<file path="config.mk">
export PLATFORM = sky130hd
export DESIGN_NAME = wfi_sleep_ctrl
export DESIGN_NICKNAME = d
export VERILOG_FILES = /design/src/rtl/wfi_sleep_ctrl.sv
export SDC_FILE = /design/constraint.sdc
export NUM_CORES = 1
export LEC_CHECK = 0
export BUFFER_PORTS_ARGS = -buffer_cell sky130_fd_sc_hd__buf_4
export CORE_AREA = 2 2 64 66
export CTS_BUF_LIST = sky130_fd_sc_hd__clkbuf_16
export CTS_CLUSTER_DIAMETER = 30
export DETAILED_ROUTE_END_ITERATION = 6
export DIE_AREA = 0 0 66 68
export PLACE_DENSITY = 0.81
export SLEW_MARGIN = 20
export SYNTH_ARGS = -nofsm -noshare
export SYNTH_HDL_FRONTEND = slang
export SYNTH_SLANG_ARGS = --single-unit
</file>
<file path="constraint.sdc">
create_clock -name clock -period 3.46 [get_ports clock]
set_input_delay 0.692 -clock clock [delete_from_list [all_inputs] [get_ports clock]]
set_output_delay 0.692 -clock clock [all_outputs]
set_load 0.02 [all_outputs]
</file>
<file path="src/rtl/wfi_sleep_ctrl.sv">
// WFI sleep sequencer: drains fetch/LSU traffic, raises wfi, optionally gates the core clock, wakes on any pending source.
// Latency: wfi_stall one cycle after wfi_req, wfi two cycles at the earliest; wfi_done WAKE_CYCLES+1 cycles after a wake source.
// Backpressure: holds pipeline issue via wfi_stall while draining/asleep/waking; wfi_req outside idle is dropped.
// Build option WFI_CLK_GATE_EN: when defined core_clk_en drops while asleep, otherwise it is tied high.
module wfi_sleep_ctrl #(
  parameter int PCWIDTH       = 32,
  parameter int DRAIN_TIMEOUT = 100,
  parameter int WAKE_CYCLES   = 2
) (
  input  logic               clock,
  input  logic               reset_n,
  input  logic               wfi_req,
  input  logic               fetch_outstanding,
  input  logic               mem_outstanding,
  input  logic [PCWIDTH-1:0] reg_mie,
  input  logic [PCWIDTH-1:0] reg_mip,
  input  logic               bus_err_int,
  input  logic               debug_int,
  input  logic               clint_int,
  input  logic               debug,
  input  logic               single_step,
  output logic               wfi,
  output logic               core_clk_en,
  output logic               wfi_stall,
  output logic               wfi_done,
  output logic               drain_timeout_err
);

  typedef enum logic [1:0] {
    ST_IDLE,
    ST_DRAIN,
    ST_SLEEP,
    ST_WAKE
  } state_t;

  // Registered status outputs, all decoded from the next state.
  typedef struct packed {
    logic wfi;
    logic stall;
    logic done;
  } ctl_t;

  localparam logic [15:0] DRAIN_LIMIT = 16'(DRAIN_TIMEOUT);
  localparam logic [3:0]  WAKE_LAST   = 4'(WAKE_CYCLES - 1);

  state_t      state_q;
  state_t      state_d;
  logic [15:0] drain_cnt_q;
  logic [15:0] drain_cnt_d;
  logic [3:0]  wake_cnt_q;
  logic [3:0]  wake_cnt_d;
  logic        err_q;
  logic        err_d;
  logic        done_d;
  ctl_t        ctl_q;
  ctl_t        ctl_d;
  logic        pending;
  logic        drained;

  // Wake sources deliberately ignore mstatus.MIE: WFI must resume on any enabled+pending interrupt.
  assign pending = (|(reg_mie & reg_mip)) | bus_err_int | debug_int | clint_int;
  assign drained = ~fetch_outstanding & ~mem_outstanding;

  // State and counter registers.
  always_ff @(posedge clock or negedge reset_n) begin
    if (!reset_n) begin
      state_q     <= ST_IDLE;
      drain_cnt_q <= '0;
      wake_cnt_q  <= '0;
      err_q       <= 1'b0;
    end else begin
      state_q     <= state_d;
      drain_cnt_q <= drain_cnt_d;
      wake_cnt_q  <= wake_cnt_d;
      err_q       <= err_d;
    end
  end

  // Next-state, counter and done-pulse decode; pending always beats drained.
  always_comb begin
    state_d     = state_q;
    drain_cnt_d = drain_cnt_q;
    wake_cnt_d  = wake_cnt_q;
    err_d       = err_q;
    done_d      = 1'b0;
    unique case (state_q)
      ST_IDLE: begin
        if (wfi_req) begin
          if (pending | debug | single_step) begin
            // Nothing to sleep for: retire the WFI as a NOP.
            done_d = 1'b1;
          end else begin
            state_d     = ST_DRAIN;
            drain_cnt_d = '0;
          end
        end
      end
      ST_DRAIN: begin
        if (pending) begin
          state_d    = ST_WAKE;
          wake_cnt_d = '0;
        end else if (drained) begin
          state_d = ST_SLEEP;
        end else begin
          if (drain_cnt_q != 16'hFFFF) begin
            drain_cnt_d = drain_cnt_q + 16'd1;
          end
          // Flag a stuck drain but keep waiting; the error is sticky until reset.
          if (drain_cnt_q == DRAIN_LIMIT) begin
            err_d = 1'b1;
          end
        end
      end
      ST_SLEEP: begin
        if (pending) begin
          state_d    = ST_WAKE;
          wake_cnt_d = '0;
        end
      end
      ST_WAKE: begin
        // Give the ungated clock WAKE_CYCLES cycles to settle before handing back.
        if (wake_cnt_q == WAKE_LAST) begin
          state_d = ST_IDLE;
          done_d  = 1'b1;
        end else begin
          wake_cnt_d = wake_cnt_q + 4'd1;
        end
      end
      default: state_d = ST_IDLE;
    endcase
  end

  // Output decode from the next state.
  always_comb begin
    ctl_d       = '0;
    ctl_d.wfi   = (state_d == ST_SLEEP);
    ctl_d.stall = (state_d != ST_IDLE);
    ctl_d.done  = done_d;
  end

  // Output registers; reset clears them asynchronously so a sleeping core wakes at once.
  always_ff @(posedge clock or negedge reset_n) begin
    if (!reset_n) begin
      ctl_q <= '0;
    end else begin
      ctl_q <= ctl_d;
    end
  end

  assign wfi               = ctl_q.wfi;
  assign wfi_stall         = ctl_q.stall;
  assign wfi_done          = ctl_q.done;
  assign drain_timeout_err = err_q;

`ifdef WFI_CLK_GATE_EN
  logic clk_en_q;

  // Close the core clock gate only while asleep; reset reopens it asynchronously.
  always_ff @(posedge clock or negedge reset_n) begin
    if (!reset_n) begin
      clk_en_q <= 1'b1;
    end else begin
      clk_en_q <= (state_d != ST_SLEEP);
    end
  end

  assign core_clk_en = clk_en_q;
`else
  assign core_clk_en = 1'b1;
`endif

endmodule

</file>
Word level (Yosys, flattened, before mapping)

Cells that the tools add are included.

ROM bits: 0
Bits of input ports: 74
Output and inout bits: 5
Bits in registers: 26
Memories kept: 0
Bits in latches: 0
Memory bits (writable): 0
Logic and storage cells: 63

Reductions and logical operators: 9
Equal/unequal tests: 14
Multipliers: 0
Shifts and indexed selects: 0
Muxes and demuxes: 20
Div/mod/pow operators: 0
Order comparisons: 0
$add $sub $neg: 2
Bitwise operators: 11

Operators with widths:

| kind                    | number |
|---|---|
| $mux W16                | 5 |
| $and A32 B32 Y32        | 1 |
| $pmux W16 S2            | 1 |
| $reduce_or A32 Y1       | 1 |
| $add A16 B1 Y16 const B | 1 |
| $eq A16 B7 Y1 const B   | 1 |
| $ne A16 B16 Y1 const B  | 1 |
| $mux W2                 | 6 |
| $ne A2 B2 Y1 const B    | 6 |
| $mux W4                 | 2 |
| $pmux W2 S4             | 1 |
| $pmux W4 S2             | 1 |
| $eq A2 B2 Y1 const B    | 3 |
| $reduce_and A6 Y1       | 1 |
| $reduce_bool A2 Y1      | 3 |
| $or A1 B1 Y1            | 5 |
| $add A4 B1 Y4 const B   | 1 |
| $eq A4 B1 Y1 const B    | 1 |
| $not A1 Y1              | 4 |
| $reduce_and A4 Y1       | 1 |
| $mux W1                 | 3 |
| $reduce_and A3 Y1       | 1 |
| $eq A2 B1 Y1 const B    | 1 |
| $logic_not A2 Y1        | 1 |
| 4 further kinds         | 4 |

Logic depth before layout (Yosys ltp)

Gate-level depths: netlist of run 1.

Depth after elaboration: 11
Mapped depth: 10
Depth with buffers taken out: 8

Worst setup path before layout of run 1

OpenSTA, ideal clock, no wires.

Path type: input -> register
Start: in reg_mie[10]
End: reg drain_cnt_q[9]
Slack: 1.153 ns
Data arrival time: 2.181 ns
Data required time: 3.334 ns
Path buffers: 2
Library setup time: 0.126 ns
Stages: 7
Path through: a22oi_1 > nand4_1 > nor4_4 > nand3_4 > buf_6 > buf_2 > a221o_1

Cells in the longest elaborated chain, start to end: 9
Elaborated cells on any way between the ends: 10
Classes of those cells: eq/ne: 2; bitwise: 6; reduce/logical: 2

Ends and longest elaborated chain:

| item                                 | line | RTL |
|---|---|---|
| start, declared                      | 15   | `input logic [PCWIDTH-1:0] reg_mie,` |
| $and A32 B32 Y32 *                   | 61   | `assign pending = (\|(reg_mie & reg_mip)) \| bus_err_int \| debug_int \| clint_int;` |
| $reduce_or A32 Y1 *                  | 61   |  |
| $or A1 B1 Y1 * (3 in series)         | 61   |  |
| $or A1 B1 Y1 (2 in series)           | 89   | `if (pending \| debug \| single_step) begin` |
| $ne A2 B2 Y1 (no source line)        | n/a  |  |
| $reduce_and A6 Y1 (no source line) * | n/a  |  |
| end signal, assigned                 | 73   | `drain_cnt_q <= drain_cnt_d;` |
| end, declared                        | 48   | `logic [15:0] drain_cnt_q;` |

Every way passes the cells marked *; elsewhere a longest branch is shown, timed or not.
A chain may end at the register's enable or synchronous reset.

Worst setup path in the final report of run 1

Start: reg state_q[0]
End: reg drain_cnt_q[10]

Cells in the longest elaborated chain, start to end: 3
Elaborated cells on any way between the ends: 10
Classes of those cells: eq/ne: 6; mux: 1; reduce/logical: 3

Ends and longest elaborated chain:

| item                                                                | line | RTL |
|---|---|---|
| start, declared                                                     | 46   | `state_t state_q;` |
| start signal, assigned                                              | 72   | `state_q <= state_d;` |
| $eq A2 B1 Y1 or $logic_not A2 Y1 (tied branches)                    | 86   | `unique case (state_q)` |
| $ne A2 B2 Y1 (no source line) or $reduce_bool A2 Y1 (tied branches) | n/a  |  |
| $reduce_and A6 Y1 (no source line)                                  | n/a  |  |

Several ways; a longest one is shown, not always the timed one.

==> key figures, run 1 <==
Yosys
  – Post-synth EDFFs: 0
  – Ys Warns: 0
  – Asr flop ratio synth: 100%
  – Share of the yosys chip area belonging to registers: a little over a third
  – Mapped cell area: 1840 um^2
  – Mapped Cells: between 200 and 250
  – Ys flop type: dfrtp_1
  – Count of cell types in the netlist: 50
  – Syn Area/Cell: 8.50 um^2
  – Mapped Nets: 298
  – Yosys reg bits: 26

Critical path
  – Worst setup path start: state_q[0]
  – Worst r2r dst: drain_cnt_q[10]
  – Delay-heaviest family, CP: simple AND/OR/NAND/NOR gates
  – Worst path arrival time: 2930 ps
  – Origin of the critical flop-to-flop path: state_q[0]
  – Critical setup path kind: reg2reg
  – Startpoint types: flip-flop
  – Crit path cell chain: inv_1 -> ha_1 -> nand2_1 -> nor3_1 -> o21bai_1 -> nand3_4 -> or4_1 -> nand3_1
  – R2r setup slk: ~730 ps
  – Crit path required time: 3660 ps
  – Critical Path Max Stage Delay: around 570 ps
  – CP Capture Type: flip-flop
  – Worst reg-to-reg path cell count: 8
  – Critical Path Stages: 8
  – Worst-path maximum fanout: 32
  – Critical Path End: drain_cnt_q[10]
  – Slowest cell on the critical path: or4_1
  – Crit path buf inv count: 1

Global route
  – GRT overflow: 0
  – Number of global-route vias before repair: 1881
  – GR Util All Layers: 23.2%
  – Largest net degree at the start of global routing: 33
  – First-pass GRT wire length: 7960 um
  – Antenna violations before repair: 0

Floorplanning
  – DIE AREA: around 4500 um^2
  – CORE AREA: 3860 um^2
  – DIE WIDTH: 66 um
  – # rows: 23
  – Die Y: 68 um
  – Top-level I/O count: 79
  – Initial core utilization: 47.6%

Clock tree
  – Clock latency on the worst-skew pair: 260 ps
  – Clock slew seen by the registers of the worst setup and hold paths: around 70 ps
  – CTS Hold Bufs: 0
  – # resized after CTS: 0
  – Clk buf depth: 2
  – Setup bufs post-CTS: 0
  – TritonCTS Buffers: 3
  – # H-tree levels: 1
  – TritonCTS clock tree: yes
  – Clk root buf: clkbuf_16
  – Sink Count: 26

Drt
  – Final WL: about 5000 um
  – Antenna viol nets, final: 0
  – DR vias/cell: slightly below 6
  – DR pass1 iterations: 4
  – DR iter-0 viols: 123
  – Drt wl/cell: 14.4 um
  – DRC: 0
  – Vias: 1996

Timing
  – Fmax: 366 MHz
  – RSZ-0062 raised after global routing: false
  – Endpoints failing setup: 0
  – Final slew viol count: 0
  – Period utilisation layout: just under 80%
  – Worst-margin pin slew: 702 ps
  – Final hold vios: 0
  – Setup TNS: 0 ps
  – Slew HR: 52.9%
  – Min Clock Period, post-route: 2730 ps
  – Clock Skew: 4.57 ps

Placed design
  – Number of port buffers: a little under 80
  – Placed cell areas: 2450 um^2
  – Gp weighted congestion: roughly 0.84
  – DP HPWL: 3910 um
  – Placed insts: 337

Flow run
  – Max cap viols: 0

Power and ir drop
  – VDD IR max: 173 uV
  – Pleak: 1.17 nW
  – PwrDens: 263 nW/um^2

Cells and area
  – Most common cell after layout, fill and taps aside: buf_4
  – Fillers: 330
  – Most frequent cells in the layout: buf_4 (79), nand2_1 (30), dfrtp_1 (26)
  – Post-route cell area: 2530 um^2
  – Area Overhead vs Synth: 37.7%
  – Core Util, Final: 65.6%
  – Post-Layout Cell Count: 341
  – Seq. cell area: 651 um^2
  – Antenna diodes: 0
  – Fin nets: roughly 370
  – Ratio of cells with drive above 1 in the final layout: 29.9%
  – Footprint of the multi-input gates: 1110 um^2

Min path
  – Worst Hold Class: in2async

Outcome
  – Outcome: finished, final reports clean
## how the worst min path moves through the flow
| stage | start | to | slack [ps] | depth (start not counted) |
|---|---|---|---|---|
| floorplan | reset_n | drain_cnt_q[0] | 400 | 0 |
| global placement | drain_timeout_err | drain_timeout_err | 480 | 1 |
| detailed placement | drain_timeout_err | drain_timeout_err | 470 | 1 |
| CTS | reset_n | drain_cnt_q[8] | 340 | 1 |
| global route | reset_n | drain_cnt_q[4] | 360 | 1 |
| finish | reset_n | drain_cnt_q[8] | 330 | 1 |
## Yosys cell counts, drive strengths merged, types with 5 or more instances
cell    number  area (um^2)
nand2       30          113
dfrtp       26          651
nand3       25          138
nor2        14         52.6
a22oi       10         75.1
or4          9         67.6
ha           8          100
inv          8         30.0
nand4        8         50.1
and3         7         48.8
a22o         6         52.6
nor3         6         30.0
clkbuf       5         18.8
nor4         5         46.3
## layout make-up
cell class | instances | share of cell area [%]
Timing Repair Buffer | 79 | 23.5
Clock inverter | 1 | 0.148
Sequential cell | 26 | 25.7
Inverter | 8 | 1.19
Multi-Input combinational cell | 174 | 44.0
Tap cell | 50 | 2.47
Clock buffer | 3 | 2.97
## flip-flops by register name (all words and copies together) (netlist names)
name	count
drain_cnt_q	16
drain_timeout_err	1
state_q	2
wake_cnt_q	4
wfi	1
wfi_done	1
wfi_stall	1
## through the flow
step / setup slack (ps) / hold WS [ps] / total power [mW]
floorplan: 1150 / 396 / 0.336
global placement: 766 / 479 / 0.410
detailed placement: 706 / 474 / 0.411
CTS: 729 / 342 / 0.669
global route: 522 / 362 / 0.686
finish: 728 / 330 / 0.664
## routing by layer
metal	share of wire, %	global-route usage [%]
met3	5.7	4.61
met1	38	23.9
met4	4.1	13.8
met5	0	0
met2	52	43.6
## cells by family (layout without fill, tap and decap cells)
logic type               count (synthesis)  in the layout  synth area share (%)
AND/OR/NAND/NOR                        119            119                  35.9
AO/OA/AOI/OAI                           45             45                  18.5
flip-flops                              26             26                  35.4
buffers and inverters                   16             91                  3.95
adder cells (fa/ha/maj)                  8              8                  5.45
other                                    1              1                 0.204
multiplexers                             1              1                 0.545
## power by group
group	internal (mW)	switching, mW	total (mW)
logic	0.0645	0.0332	0.0977
clock network	0.155	0.105	0.260
registers	0.305	0.000939	0.306
Power figures use the tool's default switching activity.
==> run 2, diff against run 1 <==
--- a/config.mk
+++ b/config.mk
@@ -6,12 +6,12 @@
 export NUM_CORES = 1
 export LEC_CHECK = 0
 export BUFFER_PORTS_ARGS = -buffer_cell sky130_fd_sc_hd__buf_4
-export CORE_AREA = 2 2 64 66
+export CORE_AREA = 2 2 65 67
 export CTS_BUF_LIST = sky130_fd_sc_hd__clkbuf_16
 export CTS_CLUSTER_DIAMETER = 30
 export DETAILED_ROUTE_END_ITERATION = 6
-export DIE_AREA = 0 0 66 68
-export PLACE_DENSITY = 0.81
+export DIE_AREA = 0 0 67 69
+export PLACE_DENSITY = 0.79
 export SLEW_MARGIN = 20
 export SYNTH_ARGS = -nofsm -noshare
 export SYNTH_HDL_FRONTEND = slang
==> constraint.sdc (replaced) <==
create_clock -name clock -period 2.7 [get_ports clock]
set_input_delay 0.54 -clock clock [delete_from_list [all_inputs] [get_ports clock]]
set_output_delay 0.54 -clock clock [all_outputs]
set_load 0.02 [all_outputs]
==> run 2 against run 1 <==
Compared with the run above:
- fmax rose by 17%
- critical path type unchanged
- routed wire length rose by 6.4%
- largest power group is now clock
- final cell count rose by 1.5%
- sequential share of layout area fell by 0.63 points
- critical endpoint is now drain_cnt_q[6]
==> key figures, run 2 (synthesis gave the netlist of run 1 again) <==
Cells and area
  – Post-Layout Cell Count: 346 (+1.5%)
  – Area Overhead vs Synth: 41.1%
  – Most common cell after layout, fill and taps aside: buf_4
  – Fin nets: 379 (+1.3%)
  – Ratio of cells with drive above 1 in the final layout: 31.4% (+1.5 points)
  – Top Registers: drain_cnt_q: 16 flops, wake_cnt_q: 4 flops, state_q: 2 flops
  – Largest Register: drain_cnt_q
  – Post-route cell area: 2590 um^2 (+2.5%)
  – Max reg flops: 16 (unchanged)
  – Most frequent cells in the layout: buf_4 (84), nand2_1 (30), dfrtp_1 (26)
  – Antenna diodes: 0 (unchanged)

Power and ir drop
  – Pleak: 1.21 nW (+3.1%)
  – VDD IR max: 324 uV (+87%)
  – PwrDens: 370 nW/um^2 (+41%)
  – Tot Pwr: 0.960 mW (+45%)

Clock tree
  – # resized after CTS: 0 (unchanged)
  – TritonCTS Buffers: 3 (unchanged)
  – Clock slew seen by the registers of the worst setup and hold paths: 70 ps (about the same)
  – Clk buf depth: 2 (unchanged)
  – Setup bufs post-CTS: 0 (unchanged)
  – Clk root buf: clkbuf_16
  – # H-tree levels: 1 (unchanged)
  – CTS Hold Bufs: 0 (unchanged)
  – Sink Count: 26 (unchanged)
  – TritonCTS clock tree: yes
  – Clock latency on the worst-skew pair: 270 ps (about the same)

Placed design
  – Placed cell areas: 2490 um^2 (+1.5%)
  – DP HPWL: 4210 um (+7.9%)
  – Place WS: 271 ps (-435 ps)
  – Number of port buffers: 77 (unchanged)
  – Placed insts: 342 (+1.5%)
  – Gp weighted congestion: 0.823 (-2.5%)

Floorplanning
  – Top-level I/O count: 79 (unchanged)
  – Initial core utilization: 46.9% (-0.70 points)
  – # rows: 23 (unchanged)
  – DIE AREA: 4620 um^2 (+3.0%)
  – Die Y: 69 um (+1.5%)
  – DIE WIDTH: 67 um (+1.5%)
  – CORE AREA: 3910 um^2 (+1.5%)

Timing
  – Clock Skew: 6.87 ps (+2.30 ps)
  – RSZ-0062 raised after global routing: false
  – Final hold vios: 0 (unchanged)
  – Setup TNS: 0 ps (unchanged)
  – Period utilisation layout: 86.5% (+7.5 points)
  – Final worst setup slack: 365 ps (-363 ps)
  – Endpoints failing setup: 0 (unchanged)
  – Final slew viol count: 0 (unchanged)
  – Fmax: 428 MHz (+17%)
  – Min Clock Period, post-route: 2330 ps (-397 ps)

Critical path
  – CP Capture Type: flip-flop
  – Critical setup path kind: reg2reg
  – Critical Path Stages: 8 (unchanged)
  – Startpoint types: flip-flop
  – Worst path arrival time: 2540 ps (-390 ps)
  – Worst-path maximum fanout: 26 (-19%)
  – Crit path cell chain: inv_1 -> ha_1 -> nand2_1 -> nor3_1 -> o21bai_1 -> nand3_4 -> or4_1 -> nand3_1
  – Delay-heaviest family, CP: simple AND/OR/NAND/NOR gates
  – Worst reg-to-reg path cell count: 8 (unchanged)
  – Crit path buf inv count: 1 (unchanged)
  – Slowest cell on the critical path: or4_1
  – Origin of the critical flop-to-flop path: state_q[0]
  – Worst setup path start: state_q[0]
  – Critical Path Max Stage Delay: 540 ps (-30 ps)
  – Crit path required time: 2900 ps (-760 ps)

Global route
  – First-pass GRT wire length: 8720 um (+9.6%)
  – Largest net degree at the start of global routing: 27 (-18%)
  – GR Util All Layers: 23.9% (+0.75 points)
  – GRT overflow: 0 (unchanged)
  – Antenna violations before repair: 0 (unchanged)
  – Number of global-route vias before repair: 2020 (+7.4%)

Drt
  – Antenna viol nets, final: 0 (unchanged)
  – Drt wl/cell: 15.1 um (+4.9%)
  – Final WL: 5240 um (+6.4%)
  – DR pass1 iterations: 5 (+1)
  – DR iter-0 viols: 124 (+0.81%)
  – Vias: 1997 (+0.050%)
  – DR vias/cell: 5.77 (-1.4%)
  – DRC: 0 (unchanged)

Min path
  – Worst Hold Class: in2async

Outcome
  – Outcome: finished, final reports clean

Flow run
  – Max cap viols: 0 (unchanged)
## run 2: final cells by class
cell class                 instances  area, um^2
clock buffer                       3        75.1
clock inverter                     1        30.0
fill                             362        1320
inverter                           8        30.0
multi-input combinational        174        1110
sequential                        26         651
tap                               50        62.6
timing repair buffer              84         631
## run 2: worst paths after layout
kind | to | slack [ps]
worst max-delay path | drain_cnt_q[6] | 370
worst min-delay path | drain_cnt_q[5] | 170
worst max register to register | drain_cnt_q[6] | 370
worst min register to register | drain_timeout_err | 470
max in group asynchronous | drain_cnt_q[0] | 2260
min in group clock | drain_timeout_err | 470
## run 2: per-layer routing
layer	part of all wire, %	track usage [%]	vias up
met5	0	0	-
met4	2.1	7.03	0
met3	6.0	3.75	8
met2	55	45.4	79
met1	37	26.2	925
li1	-	-	985
## run 2: power by group
part           switching, mW  internal, mW  total, mW
registers            0.00125         0.391      0.392
clock network          0.145         0.296      0.440
logic                 0.0440        0.0837      0.128
total                  0.190         0.770      0.960
## run 2: worst reg2reg max path, stage by stage (launching register included)
cell      delay (ps)
dfrtp_1          440
inv_1            130
ha_1             190
nand2_1           80
nor3_1           310
o21bai_1         220
nand3_4          260
or4_1            550
nand3_1           90
## run 2: per-stage QoR
step                hold slack (ps)  util [%]
CTS                             185      66.2
detailed placement              453      63.6
finish                          174      66.2
global route                    204      66.2
global placement                449      63.6
floorplan                       244         -
==> run 3, diff against run 2 <==
--- a/config.mk
+++ b/config.mk
@@ -6,12 +6,12 @@
 export NUM_CORES = 1
 export LEC_CHECK = 0
 export BUFFER_PORTS_ARGS = -buffer_cell sky130_fd_sc_hd__buf_4
-export CORE_AREA = 2 2 65 67
+export CORE_AREA = 2 2 73 61
 export CTS_BUF_LIST = sky130_fd_sc_hd__clkbuf_16
 export CTS_CLUSTER_DIAMETER = 30
 export DETAILED_ROUTE_END_ITERATION = 6
-export DIE_AREA = 0 0 67 69
-export PLACE_DENSITY = 0.79
+export DIE_AREA = 0 0 75 63
+export PLACE_DENSITY = 0.78
 export SLEW_MARGIN = 20
 export SYNTH_ARGS = -nofsm -noshare
 export SYNTH_HDL_FRONTEND = slang
==> run 3 against run 2 <==
Compared with the run above:
- flip-flop and latch count unchanged
- register-to-register slack got worse by 70 ps
- critical endpoint is now drain_cnt_q[8]
- critical path depth is the same
- clock power fell by 26%
- combinational power hardly changed
- largest power group is now registers
- highest routed layer unchanged
- via count is 2.4% lower
- non-clock buffer count shrank 1
- clock-buffer cell count unchanged
- clock skew shrank 4.1 ps
==> key figures, run 3 (synthesis gave the netlist of run 1 again) <==
Global route
  – GRT overflow: 0 (unchanged)
  – Largest net degree at the start of global routing: 33 (+22%)
  – First-pass GRT wire length: 8640 um (-0.95%)
  – Number of global-route vias before repair: 1985 (-1.7%)
  – Antenna violations before repair: 0 (unchanged)
  – GR Util All Layers: 22.7% (-1.2 points)

Placed design
  – Placed cell areas: 2490 um^2 (about the same)
  – Number of port buffers: 77 (unchanged)
  – DP HPWL: 3850 um (-8.6%)
  – Gp weighted congestion: 0.815 (-0.97%)
  – Place WS: 210 ps (-61.5 ps)

Timing
  – RSZ-0062 raised after global routing: false
  – Clock Skew: 2.74 ps (-4.13 ps)
  – Final slew viol count: 0 (unchanged)
  – Period utilisation layout: 88.9% (+2.4 points)
  – Min Clock Period, post-route: 2400 ps (+65.1 ps)
  – Final hold vios: 0 (unchanged)
  – Endpoints failing setup: 0 (unchanged)
  – Fmax: 417 MHz (-2.7%)
  – Setup TNS: 0 ps (unchanged)
  – Final worst setup slack: 300 ps (-65.1 ps)

Critical path
  – Critical Path Max Stage Delay: 570 ps (+30 ps)
  – CP Capture Type: flip-flop
  – Worst-path maximum fanout: 32 (+23%)
  – Crit path required time: 2890 ps (about the same)
  – Startpoint types: flip-flop
  – Crit path cell chain: inv_1 -> ha_1 -> nand2_1 -> nor3_1 -> o21bai_1 -> nand3_4 -> or4_1 -> nand3_1
  – Worst path arrival time: 2590 ps (+50 ps)
  – Slowest cell on the critical path: or4_1
  – Critical setup path kind: reg2reg

Cells and area
  – Core Util, Final: 63.9% (-2.4 points)
  – Fin nets: 378 (-0.26%)
  – Antenna diodes: 0 (unchanged)
  – Ratio of cells with drive above 1 in the final layout: 30.8% (-0.57 points)
  – Fillers: 345 (-4.7%)
  – Top Registers: drain_cnt_q: 16 flops, wake_cnt_q: 4 flops, state_q: 2 flops
  – Post-route cell area: 2570 um^2 (-0.97%)
  – Most common cell after layout, fill and taps aside: buf_4
  – Most frequent cells in the layout: buf_4 (83), nand2_1 (30), dfrtp_1 (26)
  – Largest Register: drain_cnt_q
  – Max reg flops: 16 (unchanged)
  – Area Overhead vs Synth: 39.8%

Floorplanning
  – DIE WIDTH: 75 um (+12%)
  – Top-level I/O count: 79 (unchanged)
  – # rows: 21 (-8.7%)
  – DIE AREA: 4730 um^2 (+2.2%)
  – CORE AREA: 4020 um^2 (+2.7%)
  – Die Y: 63 um (-8.7%)
  – Initial core utilization: 45.7% (-1.2 points)

Power and ir drop
  – Tot Pwr: 0.844 mW (-12%)
  – VDD IR max: 248 uV (-23%)
  – PwrDens: 329 nW/um^2 (-11%)
  – Pleak: 1.19 nW (-1.4%)

Flow run
  – Max cap viols: 0 (unchanged)

Outcome
  – Outcome: finished, final reports clean

Clock tree
  – Sink Count: 26 (unchanged)
  – Clk buf depth: 2 (unchanged)
  – # resized after CTS: 0 (unchanged)
  – TritonCTS clock tree: yes
  – # H-tree levels: 1 (unchanged)
  – Clk root buf: clkbuf_16
  – Setup bufs post-CTS: 0 (unchanged)
  – CTS Hold Bufs: 0 (unchanged)
  – Clock slew seen by the registers of the worst setup and hold paths: 60 ps (about the same)
  – TritonCTS Buffers: 3 (unchanged)
  – Clock latency on the worst-skew pair: 260 ps (about the same)

Drt
  – DR vias/cell: 5.54 (-4.0%)
  – Drt wl/cell: 13.8 um (-8.8%)
  – DRC: 0 (unchanged)
  – DR iter-0 viols: 108 (-13%)
  – Vias: 1950 (-2.4%)
  – DR pass1 iterations: 4 (-1)
  – Antenna viol nets, final: 0 (unchanged)
  – Final WL: 4860 um (-7.2%)

Min path
  – Worst Hold Class: in2async
## run 3: area by class of cell
class                   instances  area [um^2]  area share [%]
flip-flops and latches         26          651            25.3
clock inverters                 1         3.75           0.146
well taps                      57         71.3            2.78
inverters                       8         30.0            1.17
multi-input cells             174         1110            43.4
repair buffers                 83          623            24.3
clock buffers                   3         75.1            2.92
## run 3: where the power goes
part	total (mW)	switching [mW]	internal (mW)	leakage, nW
sequential	0.392	0.00134	0.391	0.330
clock	0.327	0.129	0.198	0.0385
combinational	0.125	0.0411	0.0835	0.821
## run 3: per-layer routing
metal / routed length [um] / track usage (%) / vias up
li1: - / - / 982
met4: 45 / 4.46 / 0
met3: 309 / 5.00 / 7
met1: 2170 / 29.2 / 892
met5: 0 / 0 / -
met2: 2340 / 38.5 / 69
## run 3: worst max-delay path, delay by kind of cell, from the launching register on
family	cells	cell delay, ps
flip-flops	1	430
adder cells (fa/ha/maj)	1	190
AO/OA/AOI/OAI	1	240
buffers and inverters	1	140
AND/OR/NAND/NOR	5	1330
## run 3: path summary, 6_finish.rpt
path | from | to | slack (ps) | cells past startpoint
hold reg to reg | drain_timeout_err | drain_timeout_err | 480 | 1
setup / recovery | state_q[0] | drain_cnt_q[8] | 300 | 8
hold / removal | reset_n | drain_cnt_q[3] | 180 | 1
min in group clock | drain_timeout_err | drain_timeout_err | 480 | 1
setup reg to reg | state_q[0] | drain_cnt_q[8] | 300 | 8
max in group asynchronous | reset_n | wfi_done | 2270 | 1
## run 3: stage by stage
step / cells / hold WS [ps]
floorplan: 216 / 244
global placement: 348 / 444
detailed placement: 348 / 449
CTS: 352 / 192
global route: 352 / 205
finish: 352 / 183
